File: config.mk
export PLATFORM = sky130hd
export DESIGN_NAME = int_divider
export DESIGN_NICKNAME = d
export VERILOG_FILES = /design/src/rtl/int_arith_pkg.sv /design/src/rtl/int_divider_div_step.sv /design/src/rtl/int_divider.sv
export SDC_FILE = /design/constraint.sdc
export NUM_CORES = 1
export LEC_CHECK = 0
export ABC_AREA = 1
export BUFFER_PORTS_ARGS = -buffer_cell sky130_fd_sc_hd__buf_2
export CAP_MARGIN = 40
export CORE_UTILIZATION = 60
export CTS_CLUSTER_SIZE = 20
export DETAILED_ROUTE_END_ITERATION = 8
export PLACE_DENSITY = 0.92
export SLEW_MARGIN = 10
export SYNTH_ARGS = -nofsm -noshare
export SYNTH_HDL_FRONTEND = slang
export SYNTH_HIERARCHICAL = 1
export SYNTH_SLANG_ARGS = --single-unit
export TNS_END_PERCENT = 50
File: constraint.sdc
create_clock -name clk -period 4 [get_ports clk]
set_input_delay 0.8 -clock clk [delete_from_list [all_inputs] [get_ports clk]]
set_output_delay 0.8 -clock clk [all_outputs]
set_load 0.01 [all_outputs]
File: src/rtl/int_arith_pkg.sv
`default_nettype none
// ----------------------------------------------------------------------------
// int_arith_pkg : shared types and constants for the integer arithmetic unit
// Rev 1.0
// ----------------------------------------------------------------------------
package int_arith_pkg;

   localparam int DIV_WIDTH = 4;

   // Quotient reported for a zero divisor, sliced to the operand width by users.
   localparam logic [63:0] DIV_ZERO_QUOT = '1;

   typedef enum logic [1:0] {
      S_IDLE = 2'd0,
      S_RUN  = 2'd1,
      S_DONE = 2'd2
   } arith_state_t;

   // Counter width able to index WIDTH iterations; never narrower than one bit.
   function automatic int cnt_width(input int w);
      return (w > 1) ? $clog2(w) : 1;
   endfunction

endpackage : int_arith_pkg
`default_nettype wire

File: src/rtl/int_divider_div_step.sv
`default_nettype none
// ----------------------------------------------------------------------------
// div_step : one combinational restoring shift-subtract iteration
// Rev 1.0
// ----------------------------------------------------------------------------
module div_step
   import int_arith_pkg::*;
#(
   parameter int WIDTH = DIV_WIDTH
) (
   input  logic [WIDTH:0]   i_r,
   input  logic [WIDTH-1:0] i_q,
   input  logic [WIDTH-1:0] i_d,
   output logic [WIDTH:0]   o_r_next,
   output logic [WIDTH-1:0] o_q_next
);

   logic [WIDTH:0] w_r_sh;
   logic           w_ge;

   always_comb begin
      w_r_sh = {i_r[WIDTH-1:0], i_q[WIDTH-1]};
      // The partial remainder stays below D, so its top bit only matters if that ever breaks.
      w_ge     = i_r[WIDTH] | (w_r_sh >= {1'b0, i_d});
      o_r_next = w_ge ? (w_r_sh - {1'b0, i_d}) : w_r_sh;
      o_q_next = {i_q[WIDTH-2:0], w_ge};
   end

endmodule : div_step
`default_nettype wire

File: src/rtl/int_divider.sv
`default_nettype none
// ----------------------------------------------------------------------------
// int_divider : sequential unsigned restoring divider, one quotient bit per clock
// Rev 1.0
// ----------------------------------------------------------------------------
module int_divider
   import int_arith_pkg::*;
#(
   parameter int WIDTH = DIV_WIDTH
) (
   input  logic             clk,
   input  logic             rst_n,
   input  logic             start,
   input  logic [WIDTH-1:0] dividend,
   input  logic [WIDTH-1:0] divisor,
   output logic [WIDTH-1:0] quotient,
   output logic [WIDTH-1:0] remainder,
   output logic             busy,
   output logic             done,
   output logic             div_by_zero
);

   localparam int                 c_cnt_w   = cnt_width(WIDTH);
   localparam logic [c_cnt_w-1:0] c_last    = c_cnt_w'(WIDTH - 1);
   localparam logic [WIDTH-1:0]   c_dz_quot = DIV_ZERO_QUOT[WIDTH-1:0];

   arith_state_t       r_state, w_state_nxt;
   logic [WIDTH-1:0]   r_q,     w_q_nxt;
   logic [WIDTH:0]     r_r,     w_r_nxt;
   logic [WIDTH-1:0]   r_d,     w_d_nxt;
   logic [c_cnt_w-1:0] r_cnt,   w_cnt_nxt;
   logic [WIDTH-1:0]   r_quot,  w_quot_nxt;
   logic [WIDTH-1:0]   r_rem,   w_rem_nxt;
   logic               r_busy,  w_busy_nxt;
   logic               r_done,  w_done_nxt;
   logic               r_dz,    w_dz_nxt;

   logic [WIDTH:0]     w_r_step;
   logic [WIDTH-1:0]   w_q_step;

   div_step #(
      .WIDTH    (WIDTH)
   ) u_step (
      .i_r      (r_r),
      .i_q      (r_q),
      .i_d      (r_d),
      .o_r_next (w_r_step),
      .o_q_next (w_q_step)
   );

   always_ff @(posedge clk or negedge rst_n) begin
      if (!rst_n) begin
         r_state <= S_IDLE;
         r_q     <= '0;
         r_r     <= '0;
         r_d     <= '0;
         r_cnt   <= '0;
         r_quot  <= '0;
         r_rem   <= '0;
         r_busy  <= 1'b0;
         r_done  <= 1'b0;
         r_dz    <= 1'b0;
      end else begin
         r_state <= w_state_nxt;
         r_q     <= w_q_nxt;
         r_r     <= w_r_nxt;
         r_d     <= w_d_nxt;
         r_cnt   <= w_cnt_nxt;
         r_quot  <= w_quot_nxt;
         r_rem   <= w_rem_nxt;
         r_busy  <= w_busy_nxt;
         r_done  <= w_done_nxt;
         r_dz    <= w_dz_nxt;
      end
   end

   always_comb begin
      w_state_nxt = r_state;
      w_q_nxt     = r_q;
      w_r_nxt     = r_r;
      w_d_nxt     = r_d;
      w_cnt_nxt   = r_cnt;
      w_quot_nxt  = r_quot;
      w_rem_nxt   = r_rem;
      w_busy_nxt  = r_busy;
      w_done_nxt  = 1'b0;
      w_dz_nxt    = r_dz;

      unique case (r_state)
         // DONE accepts exactly like IDLE so operations can run back-to-back.
         S_IDLE, S_DONE: begin
            w_state_nxt = S_IDLE;
            w_busy_nxt  = 1'b0;
            if (start) begin
               if (divisor != '0) begin
                  w_q_nxt     = dividend;
                  w_d_nxt     = divisor;
                  w_r_nxt     = '0;
                  w_cnt_nxt   = '0;
                  w_busy_nxt  = 1'b1;
                  w_dz_nxt    = 1'b0;
                  w_state_nxt = S_RUN;
               end else begin
                  w_quot_nxt  = c_dz_quot;
                  w_rem_nxt   = dividend;
                  w_dz_nxt    = 1'b1;
                  w_done_nxt  = 1'b1;
                  w_state_nxt = S_DONE;
               end
            end
         end

         S_RUN: begin
            w_q_nxt   = w_q_step;
            w_r_nxt   = w_r_step;
            w_cnt_nxt = r_cnt + c_cnt_w'(1);
            if (r_cnt == c_last) begin
               w_quot_nxt  = w_q_step;
               w_rem_nxt   = w_r_step[WIDTH-1:0];
               w_busy_nxt  = 1'b0;
               w_done_nxt  = 1'b1;
               w_state_nxt = S_DONE;
            end
         end

         default: begin
            w_state_nxt = S_IDLE;
            w_busy_nxt  = 1'b0;
         end
      endcase
   end

   assign quotient    = r_quot;
   assign remainder   = r_rem;
   assign busy        = r_busy;
   assign done        = r_done;
   assign div_by_zero = r_dz;

endmodule : int_divider
`default_nettype wire

==> results of run 1 <==
## final cells by class
cell class                 instances  area, sq um  share of cell area [%]
sequential                        28        700.7                   41.39
inverter                          18        67.56                   3.991
clock buffer                       4        36.28                   2.143
multi-input combinational        140        745.7                   44.05
timing repair buffer              21        105.1                   6.208
tap                               30        37.54                   2.217
## synthesized netlist by cell type (3+ instances only)
| master | n |
|---|---|
| o21ai_1 | 5 |
| inv_1 | 16 |
| dfrtp_1 | 28 |
| buf_4 | 5 |
| nand3b_1 | 3 |
| nor2_1 | 4 |
| nand2_2 | 4 |
| nor2_4 | 5 |
| ha_1 | 5 |
| nand2_4 | 5 |
| nand2_1 | 78 |
| nand3_1 | 24 |
## placed cells by master, fill, tap and decap left out, drive strengths merged
| master | instances |
|---|---|
| buf | 21 |
| ha | 5 |
| dfrtp | 28 |
| xnor2 | 1 |
| clkbuf | 4 |
| o21ai | 5 |
| nand3b | 3 |
| a21oi | 2 |
| or2 | 1 |
| o21a | 1 |
| inv | 18 |
| nor2 | 9 |
| nand2 | 87 |
| nand3 | 25 |
| fa | 1 |
## worst paths after layout
| check | start | cells after the start | slack (ps) | end |
|---|---|---|---|---|
| setup / recovery | r_q[3] | 10 | 2260 | r_r[4] |
| hold / removal | rst_n | 1 | 460 | quotient[0] |
| setup reg to reg | r_q[3] | 10 | 2260 | r_r[4] |
| hold reg to reg | busy | 2 | 490 | busy |
| max in group asynchronous | rst_n | 1 | 3150 | busy |
| min in group clk | busy | 2 | 490 | busy |
## kinds of logic (layout without fill, tap and decap cells)
group	after synthesis	count (layout)	synth area share [%]
adders and majority gates	6	6	5.230
buffers and inverters	26	43	8.400
xor gates and xnor gates	1	1	0.5548
and+or+nand+nor	125	125	38.75
AOI/OAI and AO/OA	8	8	2.694
DFF	28	28	44.37
## worst max-delay path, stage by stage, from the launching register on
cell and delay [ps]:
dfrtp_1 410, inv_1 60, ha_1 220, fa_1 400
nand3b_1 210, nand3b_1 110, nand2_1 50, nand2_1 60
inv_1 40, nand2_1 50, nand2_1 50
## power groups by stage
stage                     clock network [mW]  registers (mW)  logic (mW)
after floorplan                            0           0.521       0.772
after global placement                     0           0.505       0.915
after detailed placement                   0           0.512       0.937
after CTS                              0.139           0.504       0.943
after global routing                   0.148           0.519        1.08
final                                  0.136           0.502       0.940
## layer usage
layer	up-vias	track usage (%)	share of wire, %
met5	-	0	0
met4	0	7.895	1.4
met3	5	3.448	3.2
met2	22	38.54	50
met1	587	31.73	46
li1	638	-	-
## stage by stage
step                      utilization [%]  power [mW]  area (sq um)  worst slack [ps]  std cells
final                               68.33       1.577          1693              2258        241
after global routing                68.33       1.743          1693              2089        241
after CTS                           68.33       1.587          1693              2263        241
after detailed placement            66.87       1.449          1657              2248        237
after global placement              66.87       1.419          1657              2265        237
after floorplan                         -       1.293          1579              2403        194
## registers in the layout, summed over array words and instances, names as in the netlist
register / cells
quotient: 4
r_cnt: 2
done: 1
busy: 1
r_q: 4
r_r: 5
r_d: 4
div_by_zero: 1
remainder: 4
r_state: 2
==> reports/metrics.cfg, run 1 <==
[timing]
finalSetupViolCount=0
finalHoldViolations=0
fin_hold_ws_ps=455.6
period_needed_ps=1742
maxSlewHeadroom_pct=59.54
final_max_slew_viol_count=0
fmax_mhz=573.9
rsz0062_at_grt=false
fin_crit_sh_pct=43.56
clock_skew_ps=1.515
final.setup.tns_ps=0
worst-slew-pin-transition_ps=606.8

[clock_network]
cts.sinks=28
hold_buffers=0
cts_buffers=3
insertion_delay_ps=320
cts_tree=yes
cts.clk_slew.worst_paths_ps=140
cts_resized=0
root_buffer=clkbuf_4
h-tree-depth=1
cts_setup_buffers=0
clock_path_buffers=2

[setup_path]
required_ps=4230
worstSetupPathType=register to register
end_kind=register
startpoint_type=register
path_max_fanout=3
cp_data_arrival_time_ps=1980

[placement]
hpwl_mm=2.173
gp_congestion=0.8885
port_buffers=21

[global_route]
grt_pass1_vias=1163
grt_usage_pct=23.58
grt_overflow_total=0
grt_pass1_wl_mm=4.761
antenna_found_initial=0
grt_max_degree=29

[synthesis]
yosysSeqAreaShare_pct=44.37
synthFlopType=dfrtp_1
synth_area_leaders=dfrtp_1 (44%), nand2_1 (19%), nand3_1 (7.6%)
synth-seq-cells=28
syn_area_sq_um=1579
async_flop_share_pct=100.0
syn-num-nets=211
synth_cell_type_count=21
synth.largest_area_cell=dfrtp_1
synth_top_area_share_pct=44.37
syn_area_per_cell_sq_um=8.139
synth_warnings=6
synth_edf_count=0
synth_cells=194

[detailed_routing]
vias=1252
initialDrtViolationCount=33
first_pass_iters=4
vias_per_cell=5.195
routed_wl_mm=2.840
drt-wirelength-per-cell_microns=11.78
drc=0
ant_nets=0

[flow_run]
drv_cap=0

[pwr]
seq_power_share_pct=31.8
swShare_pct=47.70
p_clk_share_pct=8.6
intPower_uw=825.0
pwr-share-comb_pct=59.6
p_sw_uw=752.4
power.density_nw_per_um2=931.8
ir_drop_uv=591.8
p_leak_nw=0.9675

[floorplan]
die_w_microns=53.30
num_rows=18
core-area_sq_um=2477
start_util_pct=63.74
fp.dieArea_sq_um=2841
die-height_microns=53.30
boundaryPins=22

[outcome]
outcome=finished, final reports clean

[layout]
nFillCells=210
drive_gt1_share_pct=19.91
finalNetCount=229
area_growth_pct=7.211
n_antenna_cell=0

[hold_path]
hp-class=primary input to asynchronous set/reset pin

(Power assumes the default switching activity.)
==> inputs of run 2 (changes only) <==
- CORE_UTILIZATION: 60 -> 51
- PLACE_DENSITY: 0.92 -> 0.84
- clock period: 4 -> 1.5 ns (I/O delays scaled with it)
==> reports/metrics.cfg, run 2 (synthesized netlist as in run 1, its figures left out) <==
[floorplan]
start_util_pct=55.35  ; -8.4 points
num_rows=19  ; +1
boundaryPins=22  ; unchanged
die_w_microns=57.64  ; +8.1%
fp.dieArea_sq_um=3322  ; +17%
core-area_sq_um=2853  ; +15%
die-height_microns=57.64  ; +8.1%

[setup_path]
required_ps=1790  ; -2440 ps
crit_buf_inv=1  ; -1
r2r_end=r_r[3]
slowest_stage=dfrtp_1
worstSetupPathType=register to register
end_kind=register
rrSetupSlack_ps=-120  ; -2380 ps
startpoint_type=register
path_cells=ha_4, nand2_4, nor2_4, nor2_4, nand2_1, nand2_1, nor2_1, nand2_1, buf_4, nand2_1
cp_data_arrival_time_ps=1910  ; -70 ps
worst_path_most_repeated_cell=nand2_1
cpLargestDelayFamily=simple AND/OR/NAND/NOR gates
slowest_delay_ps=450  ; +40 ps
reg2reg_from=r_r[1]
worstRegToRegCells=10  ; unchanged
path_max_fanout=6  ; +3

[flow_run]
drv_cap=0  ; unchanged

[hold_path]
whs_path_depth=3
hold_start=divisor[1]
min_to=r_d[1]
hp-class=primary input to register

[layout]
multiInputGateArea_sq_um=839.6  ; +13%
fin_util_pct=67.02  ; -1.3 points
fin_area_sq_um=1912  ; +13%
n_antenna_cell=0  ; unchanged
finalNetCount=243  ; +6.1%
mostFrequentLayoutCells=nand2_1 (73), dfrtp_1 (28), nand3_1 (23)
final_common_cell=nand2_1
drive_gt1_share_pct=31.56  ; +12 points
final_cells=256  ; +6.2%
register_area_sq_um=700.7  ; unchanged
largest_reg_flops=5  ; unchanged
nFillCells=242  ; +15%
top_register=r_r
area_growth_pct=21.08

[placement]
port_buffers=21  ; unchanged
place_inst=246  ; +3.8%
hpwl_mm=2.361  ; +8.6%
gp_congestion=1.008  ; +13%
placed_cell_area_sq_um=1752  ; +5.7%

[pwr]
ir_drop_uv=1342  ; +130%
power.density_nw_per_um2=2729  ; +190%
p_leak_nw=1.053  ; +8.9%

[global_route]
grt_pass1_vias=1282  ; +10%
grt_pass1_wl_mm=5.823  ; +22%
grt_max_degree=29  ; unchanged
grt_usage_pct=23.41  ; -0.17 points
grt_overflow_total=0  ; unchanged
antenna_found_initial=0  ; unchanged

[timing]
fmax_mhz=617.5  ; +7.6%
fin_crit_sh_pct=108.0  ; +64 points
rsz0062_at_grt=true
final_max_slew_viol_count=0  ; unchanged
fin_ws_ps=-119.5  ; -2377 ps
clock_skew_ps=7.964  ; +6.450 ps
final.setup.tns_ps=-695.3  ; -695.3 ps
period_needed_ps=1620  ; -122.9 ps
finalSetupViolCount=9  ; +9
finalHoldViolations=0  ; unchanged
worst-slew-pin-transition_ps=619.2  ; +12.33 ps
maxSlewHeadroom_pct=58.72  ; -0.82 points

[detailed_routing]
ant_nets=0  ; unchanged
initialDrtViolationCount=59  ; +79%
drt-wirelength-per-cell_microns=13.36  ; +13%
first_pass_iters=6  ; +2
routed_wl_mm=3.421  ; +20%
drc=1  ; +1
vias=1318  ; +5.3%
vias_per_cell=5.148  ; -0.90%

[clock_network]
root_buffer=clkbuf_4
cts.clk_slew.worst_paths_ps=160  ; +20 ps
cts_buffers=3  ; unchanged
clock_path_buffers=2  ; unchanged
cts.sinks=28  ; unchanged
h-tree-depth=1  ; unchanged
cts_tree=yes
insertion_delay_ps=330  ; about the same

[outcome]
failed_checks=design-rule violations, negative setup slack
outcome=complete, but fails checks

[run 2: repair_timing]
| item | CTS | global route |
|---|---|---|
| hold buffers | 1 | 0 |
| endpoints found under the setup margin | 9 | 11 |
| pin swaps | 8 | 19 |
| cloned | 0 | 0 |
| endpoints found under the hold margin | 28 | 0 |
| resized for setup | 7 | 7 |
| buffers inserted | 2 | 3 |
[run 2: worst max-delay path by stage]
stage	startpoint	slack, ps	cells past startpoint	end
3_3_place_gp	r_d[0]	-80	9	remainder[1]
4_1_cts	r_q[3]	-110	10	remainder[1]
3_5_place_dp	r_r[1]	-90	11	remainder[2]
2_1_floorplan	r_d[1]	-0.1	11	r_q[0]
6_report	r_r[1]	-120	10	r_r[3]
5_1_grt	r_r[1]	-210	11	remainder[3]
[run 2: area by class of cell]
type / count / share of cell area [%]
Multi-Input combinational cell: 140 / 43.91
Sequential cell: 28 / 36.65
Timing Repair Buffer: 35 / 11.13
Inverter: 18 / 3.534
Tap cell: 31 / 2.029
Clock inverter: 1 / 1.571
Clock buffer: 3 / 1.178
[run 2: per-stage QoR]
step | setup WS, ps | hold WS, ps | power [mW]
final | -119.5 | 225.6 | 5.216
after detailed placement | -93.14 | 348.5 | 4.190
after floorplan | -0.1052 | 4.409 | 3.562
after CTS | -110.1 | 212.5 | 4.875
after global routing | -213.5 | 205.9 | 5.645
after global placement | -75.37 | 344.1 | 4.081
[run 2: where the power goes]
part	leakage (nW)	total, mW	internal, mW	switching (mW)
sequential	0.348	1.35	1.12	0.232
clock	0.0279	0.499	0.270	0.229
combinational	0.677	3.37	1.43	1.94
[run 2: tightest hold or removal path: cells and delay by family]
kind,cells,cell delay (ps)
buffers and inverters,1,120
and+or+nand+nor,2,110
[run 2: layer usage]
| metal | global-route usage, % | share of wire (%) | up-vias | wire length (microns) |
|---|---|---|---|---|
| li1 | - | - | 668 | - |
| met1 | 31.40 | 44 | 616 | 1489 |
| met2 | 39.87 | 52 | 28 | 1778 |
| met3 | 2.679 | 3.3 | 6 | 114 |
| met4 | 7.666 | 1.1 | 0 | 38 |
| met5 | 0 | 0 | - | 0 |
==> inputs of run 3 (changes only) <==
- CORE_UTILIZATION: 51 -> 53
- CTS_BUF_LIST: unset -> sky130_fd_sc_hd__clkbuf_8
- PLACE_DENSITY: 0.84 -> 0.86
==> reports/metrics.cfg, run 3 (synthesized netlist as in run 1, its figures left out) <==
[pwr]
pwr-share-comb_pct=67.2  ; +2.7 points
ir_drop_uv=1647  ; +23%
p_sw_mw=2.488  ; +3.8%
fin_total_pwr_mw=5.316  ; +1.9%
intPower_mw=2.829  ; +0.31%
p_clk_share_pct=7.4  ; -2.2 points
seq_power_share_pct=25.3  ; -0.6 points
swShare_pct=46.79  ; +0.85 points
power.density_nw_per_um2=2759  ; +1.1%
p_leak_nw=1.057  ; +0.33%

[floorplan]
num_rows=19  ; unchanged
fp.dieArea_sq_um=3201  ; -3.6%
start_util_pct=56.77  ; +1.4 points
boundaryPins=22  ; unchanged
die_w_microns=56.58  ; -1.8%
die-height_microns=56.58  ; -1.8%
core-area_sq_um=2781  ; -2.5%

[layout]
n_antenna_cell=0  ; unchanged
final_common_cell=nand2_1
nFillCells=213  ; -12%
fin_util_pct=69.28  ; +2.3 points
largest_reg_flops=5  ; unchanged
multiInputGateArea_sq_um=842.1  ; +0.30%
drive_gt1_share_pct=34.80  ; +3.2 points
mostFrequentLayoutCells=nand2_1 (70), dfrtp_1 (28), nand3_1 (23)
area_growth_pct=22.03
finalNetCount=246  ; +1.2%
register_area_sq_um=700.7  ; unchanged
top_register=r_r

[clock_network]
cts_buffers=3  ; unchanged
insertion_delay_ps=270  ; -60 ps
h-tree-depth=1  ; unchanged
root_buffer=clkbuf_8
cts.sinks=28  ; unchanged
hold_buffers=0  ; -1
clock_path_buffers=2  ; unchanged
cts_tree=yes
cts.clk_slew.worst_paths_ps=90  ; -70 ps

[placement]
port_buffers=21  ; unchanged
gp_congestion=0.9644  ; -4.3%
hpwl_mm=2.327  ; -1.4%

[timing]
final.setup.tns_ps=-676.8  ; +18.53 ps
final_max_slew_viol_count=0  ; unchanged
maxSlewHeadroom_pct=58.27  ; -0.45 points
period_needed_ps=1653  ; +33.13 ps
fin_crit_sh_pct=110.2  ; +2.2 points
rsz0062_at_grt=true
finalSetupViolCount=9  ; unchanged
fmax_mhz=605.1  ; -2.0%
fin_ws_ps=-152.6  ; -33.13 ps
clock_skew_ps=3.102  ; -4.863 ps
worst-slew-pin-transition_ps=625.9  ; +6.727 ps
finalHoldViolations=0  ; unchanged

[setup_path]
startpoint_type=register
end_kind=register
path_max_fanout=6  ; unchanged
crit_start=r_r[1]
worstSetupPathType=register to register
required_ps=1670  ; -120 ps
reg2reg_from=r_r[1]
cp_data_arrival_time_ps=1820  ; -90 ps

[global_route]
grt_pass1_vias=1290  ; +0.62%
grt_overflow_total=0  ; unchanged
antenna_found_initial=0  ; unchanged
grt_pass1_wl_mm=5.651  ; -3.0%
grt_usage_pct=22.96  ; -0.44 points
grt_max_degree=29  ; unchanged

[outcome]
outcome=complete, but fails checks
failed_checks=negative setup slack

[detailed_routing]
initialDrtViolationCount=66  ; +12%
vias_per_cell=5.345  ; +3.8%
routed_wl_mm=3.624  ; +5.9%
ant_nets=0  ; unchanged
drc=0  ; -1
first_pass_iters=4  ; -2
drt-wirelength-per-cell_microns=14.05  ; +5.1%
vias=1379  ; +4.6%

[flow_run]
drv_cap=0  ; unchanged

[hold_path]
hp-class=primary input to asynchronous set/reset pin

run 3: final timing paths:
check                                to  slack (ps)  depth (start not counted)
setup / recovery           remainder[2]        -150                         11
hold / removal                 r_cnt[0]          40                          1
setup reg to reg           remainder[2]        -150                         11
hold reg to reg                    busy         480                          2
max in group asynchronous        r_d[3]        1060                          1
min in group clk                 r_d[2]         280                          3
run 3: metrics by stage:
step           hold WS, ps  std cells  setup WS (ps)  instance area [sq um]
4_1_cts              54.73        253         -116.7                   1853
6_report             39.29        258         -152.6                   1927
3_3_place_gp         346.0        247         -74.83                   1759
2_1_floorplan        4.409        194        -0.1052                   1613
3_5_place_dp         350.9        247         -95.82                   1759
5_1_grt              86.37        258         -214.0                   1927
run 3: cell type report:
class / instances / share of cell area, %
repair buffers: 38 / 12.27
clock buffers: 3 / 2.143
multi-input cells: 140 / 43.70
well taps: 31 / 2.013
flip-flops and latches: 28 / 36.36
inverters: 18 / 3.506
run 3: worst max-delay path: stages (launching register included):
cell and delay (ps):
dfrtp_1 420, ha_4 330, nand2_2 90, nor2_4 140, nor2_4 70, buf_4 130
nand3_1 70, nand2_1 60, nand2_1 80, nand2_1 50, nand2_1 60, nand2_1 40
run 3: power groups by stage:
stage,registers [mW],clock network (mW),logic (mW)
final,1.35,0.396,3.57
after global routing,1.38,0.427,3.88
after floorplan,1.40,0,2.16
after detailed placement,1.35,0,2.87
after CTS,1.34,0.402,3.10
after global placement,1.33,0,2.78
run 3: metal layers:
layer	global-route usage [%]	wire length [microns]
met3	4.147	213
met2	39.83	1831
met1	29.10	1479
met4	6.969	100
met5	0	0
run 3: timing repair:
action	4_1_cts	5_1_grt
setup endpoints to repair	6	11
cloned	0	0
pin swaps	12	13
resized for setup	7	12
setup buffers	3	5
